### src/rtl/acc_pkg.sv
// Shared definitions for the accumulator CPU core: FSM states, opcodes, flag bit positions.
package acc_pkg;

  typedef enum logic [1:0] {
    ST_FETCH   = 2'd0,
    ST_EXEC    = 2'd1,
    ST_WAIT_IN = 2'd2,
    ST_HALT    = 2'd3
  } state_t;

  typedef enum logic [3:0] {
    OP_NOP    = 4'h0,
    OP_LDI    = 4'h1,
    OP_ADDI   = 4'h2,
    OP_SUBI   = 4'h3,
    OP_NANDI  = 4'h4,
    OP_SHL    = 4'h5,
    OP_SHR    = 4'h6,
    OP_IN     = 4'h7,
    OP_OUT    = 4'h8,
    OP_JMP    = 4'h9,
    OP_JZ     = 4'hA,
    OP_JC     = 4'hB,
    OP_JNZ    = 4'hC,
    OP_RSVD_D = 4'hD,
    OP_RSVD_E = 4'hE,
    OP_HLT    = 4'hF
  } opcode_t;

  // Bit positions inside the {C, Z} flags vector
  localparam int unsigned FLAG_Z = 0;
  localparam int unsigned FLAG_C = 1;

endpackage

### src/rtl/acc_alu.sv
// Combinational ALU for the accumulator core; reports which architectural state each op writes.
module acc_alu
  import acc_pkg::*;
#(
  parameter int unsigned DATA_W = 8
) (
  input  opcode_t           op,
  input  logic [DATA_W-1:0] acc,
  input  logic [DATA_W-1:0] imm,
  input  logic              c,
  output logic [DATA_W-1:0] result,
  output logic              c_next,
  output logic              z_next,
  output logic              writes_acc,
  output logic              writes_c
);

  logic [DATA_W:0] wide;

  // Compute the accumulator result and flag updates for opcodes 1..6
  always_comb begin
    result     = acc;
    c_next     = c;
    writes_acc = 1'b0;
    writes_c   = 1'b0;
    wide       = '0;
    case (op)
      OP_LDI: begin
        result     = imm;
        writes_acc = 1'b1;
      end
      OP_ADDI: begin
        wide       = {1'b0, acc} + {1'b0, imm};
        result     = wide[DATA_W-1:0];
        c_next     = wide[DATA_W];
        writes_acc = 1'b1;
        writes_c   = 1'b1;
      end
      OP_SUBI: begin
        // top bit of the widened difference is the borrow (acc < imm)
        wide       = {1'b0, acc} - {1'b0, imm};
        result     = wide[DATA_W-1:0];
        c_next     = wide[DATA_W];
        writes_acc = 1'b1;
        writes_c   = 1'b1;
      end
      OP_NANDI: begin
        result     = ~(acc & imm);
        writes_acc = 1'b1;
      end
      OP_SHL: begin
        result     = {acc[DATA_W-2:0], 1'b0};
        c_next     = acc[DATA_W-1];
        writes_acc = 1'b1;
        writes_c   = 1'b1;
      end
      OP_SHR: begin
        result     = {1'b0, acc[DATA_W-1:1]};
        c_next     = acc[0];
        writes_acc = 1'b1;
        writes_c   = 1'b1;
      end
      default: ;
    endcase
    z_next = (result == '0);
  end

endmodule

### src/rtl/acc_cpu_core.sv
// Multi-cycle accumulator CPU core: FETCH/EXEC/WAIT_IN/HALT sequencing, PC, IR, ACC and I/O registers.
module acc_cpu_core
  import acc_pkg::*;
#(
  parameter  int unsigned DATA_W = 8,
  parameter  int unsigned ADDR_W = 12,
  localparam int unsigned INS_W  = 4 + ADDR_W
) (
  input  logic              clk_i,
  input  logic              rst_ni,
  output logic              imem_req_o,
  output logic [ADDR_W-1:0] imem_addr_o,
  input  logic [INS_W-1:0]  imem_ins_i,
  input  logic              imem_ack_i,
  input  logic [DATA_W-1:0] aib_i,
  input  logic              aib_valid_i,
  output logic              aib_ready_o,
  output logic [DATA_W-1:0] aob_o,
  output logic              aob_valid_o,
  output logic [ADDR_W-1:0] pc_o,
  output logic [INS_W-1:0]  ins_o,
  output logic [1:0]        flags_o,
  output logic [1:0]        state_o,
  output logic              halted_o
);

  state_t            state;
  logic [ADDR_W-1:0] pc;
  logic [INS_W-1:0]  ins;
  logic [DATA_W-1:0] acc;
  logic              c_flag;
  logic              z_flag;
  logic [DATA_W-1:0] aob;
  logic              aob_valid;
  logic              aib_ready;
  logic              imem_req;
  logic              halted;

  opcode_t           op;
  logic [ADDR_W-1:0] operand;
  logic [ADDR_W-1:0] pc_inc;
  logic [DATA_W-1:0] alu_result;
  logic              alu_c;
  logic              alu_z;
  logic              alu_writes_acc;
  logic              alu_writes_c;

  assign op      = opcode_t'(ins[INS_W-1 -: 4]);
  assign operand = ins[ADDR_W-1:0];
  assign pc_inc  = pc + ADDR_W'(1);

  acc_alu #(
    .DATA_W(DATA_W)
  ) u_alu (
    .op        (op),
    .acc       (acc),
    .imm       (ins[DATA_W-1:0]),
    .c         (c_flag),
    .result    (alu_result),
    .c_next    (alu_c),
    .z_next    (alu_z),
    .writes_acc(alu_writes_acc),
    .writes_c  (alu_writes_c)
  );

  // FSM with registered handshake outputs; each state sets req/ready/halted for the state it enters
  always_ff @(posedge clk_i or negedge rst_ni) begin
    if (!rst_ni) begin
      state     <= ST_FETCH;
      pc        <= '0;
      ins       <= '0;
      acc       <= '0;
      c_flag    <= 1'b0;
      z_flag    <= 1'b0;
      aob       <= '0;
      aob_valid <= 1'b0;
      aib_ready <= 1'b0;
      imem_req  <= 1'b1;
      halted    <= 1'b0;
    end else begin
      aob_valid <= 1'b0;
      unique case (state)
        ST_FETCH: begin
          if (imem_ack_i) begin
            ins      <= imem_ins_i;
            imem_req <= 1'b0;
            state    <= ST_EXEC;
          end
        end
        ST_EXEC: begin
          state    <= ST_FETCH;
          imem_req <= 1'b1;
          pc       <= pc_inc;
          if (alu_writes_acc) begin
            acc    <= alu_result;
            z_flag <= alu_z;
          end
          if (alu_writes_c) begin
            c_flag <= alu_c;
          end
          case (op)
            OP_IN: begin
              // PC advances only once the input transfer completes
              pc        <= pc;
              imem_req  <= 1'b0;
              aib_ready <= 1'b1;
              state     <= ST_WAIT_IN;
            end
            OP_OUT: begin
              aob       <= acc;
              aob_valid <= 1'b1;
            end
            OP_JMP: pc <= operand;
            OP_JZ:  if (z_flag)  pc <= operand;
            OP_JC:  if (c_flag)  pc <= operand;
            OP_JNZ: if (!z_flag) pc <= operand;
            OP_HLT: begin
              pc       <= pc;
              imem_req <= 1'b0;
              halted   <= 1'b1;
              state    <= ST_HALT;
            end
            default: ;
          endcase
        end
        ST_WAIT_IN: begin
          if (aib_valid_i && aib_ready) begin
            acc       <= aib_i;
            z_flag    <= (aib_i == '0);
            pc        <= pc_inc;
            aib_ready <= 1'b0;
            imem_req  <= 1'b1;
            state     <= ST_FETCH;
          end
        end
        ST_HALT: ;
      endcase
    end
  end

  // Pack the flag bits into the {C, Z} output vector
  always_comb begin
    flags_o         = '0;
    flags_o[FLAG_C] = c_flag;
    flags_o[FLAG_Z] = z_flag;
  end

  assign imem_req_o  = imem_req;
  assign imem_addr_o = pc;
  assign aib_ready_o = aib_ready;
  assign aob_o       = aob;
  assign aob_valid_o = aob_valid;
  assign pc_o        = pc;
  assign ins_o       = ins;
  assign state_o     = state;
  assign halted_o    = halted;

endmodule

### config.mk
export PLATFORM = sky130hd
export DESIGN_NAME = acc_cpu_core
export DESIGN_NICKNAME = d
export VERILOG_FILES = /design/src/rtl/acc_pkg.sv /design/src/rtl/acc_alu.sv /design/src/rtl/acc_cpu_core.sv
export SDC_FILE = /design/constraint.sdc
export NUM_CORES = 1
export LEC_CHECK = 0
export ABC_AREA = 1
export CORE_ASPECT_RATIO = 1.1
export CORE_MARGIN = 3
export CORE_UTILIZATION = 52
export CTS_CLUSTER_SIZE = 12
export DETAILED_ROUTE_END_ITERATION = 10
export GPL_TIMING_DRIVEN = 1
export PLACE_DENSITY = 0.94
export SLEW_MARGIN = 20
export SYNTH_ARGS = -nofsm -noshare
export SYNTH_HDL_FRONTEND = slang
export SYNTH_SLANG_ARGS = --single-unit
### constraint.sdc
create_clock -name clk_i -period 2.1 [get_ports clk_i]
set_input_delay 0.525 -clock clk_i [delete_from_list [all_inputs] [get_ports clk_i]]
set_output_delay 0.525 -clock clk_i [all_outputs]
set_load 0.02 [all_outputs]
==> impl_metrics.toml <==
[clock_tree]
cts_max_level = 2
path_clk_slew_ps = 100
insertion_delay_ps = 300
root_buffer = "clkbuf_8"
cts_buffer_depth = 2
cts_sinks = 52
numCtsBuffers = 5
postCtsHoldBufs = 0
cts_tree = "done"

[min_path]
hp-class = "in2async"

[worst_setup_path]
path_class = "reg2reg"
critPathArrivalTime_ps = 2330
path_depth = 13
worst_r2r_endpoint = "z_flag"
crit_buf_inv = 1
r2r-start = "acc[0]"
cp.required_ps = 2330
slowest_delay_ps = 400
critical_path.top_delay_family = "simple AND/OR/NAND/NOR gates"
critPathLaunchType = "register"
crit_slowest_cell = "fa_2"
r2r_slack_ps = 3
ff2ff_path_depth = 13
path_cells = "inv_2, ha_2, fa_2, xnor2_1, nand2_1, nand2_1, nor2_2, nand3_2, nor2_2, nand3_1, nor2_1, nand3_1, a21oi_2"
critPathCaptureType = "register"
worstPathMaxFanout = 3

[finish]
fill_cells = 582
drive_above_1_share = 0.1469
layout.nets = 725
antenna_cells = 0
fin_util = 0.7265
area_growth_syn_to_layout_pct = 33.27
fin_area_um2 = 5177

[routing]
drt-initial-drc-count = 364
postRouteAntennaNets = 0
routed-via-count = 4363
wl_mm = 12.73
wl_per_cell_um = 16.77
dr.pass1.iters = 7
viasPerCell = 5.748
remaining_drc_errors = 0

[placement]
dp_hpwl_mm = 10.03
port_buffers = 83
gp_congestion = 1.043
dpl-instance-area_um2 = 4933

[timing]
rsz0062_at_grt = "yes"
period_share = 0.9985
hold_viol_final = 0
maxSlewHeadroom = 0.6330
fmax_mhz = 476.9
skew_ps = 10.45
max_slew.worst_pin.slew_ps = 547.2
drv_slew = 0
setup_viol = 0
whs_ps = 169.5
min_period_ps = 2097

[die]
rows = 32
ios = 84
core_region_area_um2 = 7127
die_x_um = 88.42
die_area_um2 = 8546
start_util = 0.5451
fp.dieH_um = 96.66

[logic_synthesis]
yosys_warnings = 0
ys_types = 36
synth_area_per_cell_um2 = 6.864
synth_area_um2 = 3885
syn_inst = 566
ys_seq_area_frac = 0.3353
syn_nets = 618
ys_ff_latch = 52

[status]
status = "complete, no violations"

[global_routing]
grt_usage = 0.2969
antenna_found_initial = 0
grt_pass1_wl_mm = 20.09
grt-ovfl-total = 0
grt_max_degree = 34
grt_pass1_vias = 4084

[power]
vdd_drop_max_mv = 0.3857
p_per_area_nw_per_um2 = 320.2
leakage_nw = 2.542

[run]
drv_cap = 0
-- cell type report --
class	count	area [um2]	area share
tap	85	106.4	0.02054
multi-input combinational	410	2205	0.4258
timing repair buffer	126	1174	0.2267
sequential	52	1305	0.2521
inverter	78	299.0	0.05776
clock inverter	2	16.27	0.003142
clock buffer	6	72.57	0.01402
-- power breakdown --
group          leakage, nW  total [mW]  internal [mW]  switching (mW)
clock network       0.0414       0.579          0.238           0.341
logic                 1.92      0.0777         0.0471          0.0306
registers            0.582        1.00           1.00               0
-- kinds of logic after synthesis --
kind of cell    synth area share
xor+xnor                0.009019
compound gates            0.1565
simple gates              0.2918
mux                     0.008695
fa+ha+maj                0.08116
flops                     0.3353
buf+inv                   0.1176
-- per-layer routing --
metal / vias up / track usage / routed length [um]
li1: 2037 / - / -
met1: 2029 / 0.3945 / 5152
met2: 244 / 0.4755 / 6029
met3: 53 / 0.03237 / 902
met4: 0 / 0.1407 / 644
met5: - / 0 / 0
-- sequential cells by signal (all words and copies together), names as in the netlist --
register and count:
acc 8, aib_ready_o 1, aob_o 8, aob_valid_o 1
c_flag 1, halted_o 1, imem_addr_o 12, imem_req_o 1
ins_o 16, state_o 2, z_flag 1
-- per-stage QoR --
stage / setup TNS (ps) / power [mW] / std cells / setup slack, ps
floorplan: 0 / 1.022 / 566 / 29.09
global placement: -78.34 / 1.097 / 742 / -78.34
detailed placement: -168.5 / 1.099 / 742 / -87.10
CTS: 0 / 1.659 / 753 / 10.69
global route: -311.2 / 1.705 / 759 / -148.7
finish: 0 / 1.658 / 759 / 3.133
-- worst max path at each step --
stage	end	slack (ps)	start
2_1_floorplan	z_flag	30	ins_o[0]
3_3_place_gp	acc[0]	-80	aib_valid_i
3_5_place_dp	z_flag	-90	ins_o[1]
4_1_cts	z_flag	10	ins_o[0]
5_1_grt	z_flag	-150	acc[0]
6_report	z_flag	3	acc[0]
-- worst register-to-register path: stages, from the launching register on --
cell and delay [ps]:
dfrtp_1 390, inv_2 50, ha_2 170, fa_2 400, xnor2_1 140, nand2_1 70
nand2_1 60, nor2_2 100, nand3_2 110, nor2_2 110, nand3_1 100, nor2_1 100
nand3_1 90, a21oi_2 130
-- cell usage in the layout (no fill, tap or decap), drive strengths merged --
cell type      Yosys  final
nand2            123    123
clkdlybuf4s50      0     82
nor2              80     80
inv               78     77
nand3             52     52
dfrtp             51     51
o21ai             48     48
buf               18     44
a21oi             34     34
ha                22     22
o22ai             12     12
nand4              6      6
clkbuf             8      6
a31oi              5      5
o211ai             3      3
mux2               3      3
xor2               3      3
a22oi              3      3
clkinvlp           0      2
nand3b             2      2
o21bai             2      2
or2                2      2
fa                 2      2
nor3               2      2
a211oi             1      1
o21a               1      1
xnor2              1      1
nor4               1      1
a211o              1      1
a21o               1      1
clkinv             0      1
dfstp              1      1
-- synthesized netlist by cell type --
cell,count,share of area
nand2_1,119,0.11
nor2_1,78,0.075
inv_1,72,0.070
nand3_1,52,0.067
dfrtp_1,51,0.33
o21ai_0,45,0.058
a21oi_1,34,0.044
ha_1,22,0.071
buf_4,15,0.029
o22ai_1,12,0.019
clkbuf_1,8,0.0077
inv_2,6,0.0058
nand4_1,6,0.0097
a31oi_1,5,0.0081
nand2_2,4,0.0064
a22oi_1,3,0.0058
mux2_2,3,0.0087
o211ai_1,3,0.0058
o21ai_1,3,0.0039
xor2_1,3,0.0068
buf_2,2,0.0026
fa_1,2,0.010
nand3b_1,2,0.0039
nor2_4,2,0.0058
o21bai_1,2,0.0039
or2_2,2,0.0032
a211o_1,1,0.0023
a211oi_1,1,0.0019
a21o_1,1,0.0019
buf_6,1,0.0029
dfstp_2,1,0.0068
nor3_1,1,0.0013
nor3_2,1,0.0026
nor4_1,1,0.0016
o21a_1,1,0.0019
xnor2_1,1,0.0023
-- repair_timing --
| item | CTS | global route |
|---|---|---|
| endpoints found under the setup margin | 3 | 18 |
| gates resized for setup | 2 | 34 |
| setup buffers | 3 | 6 |
| pin swaps | 0 | 11 |
| endpoints found under the hold margin | 0 | 0 |
No activity file was read; power rests on OpenSTA's default activity.
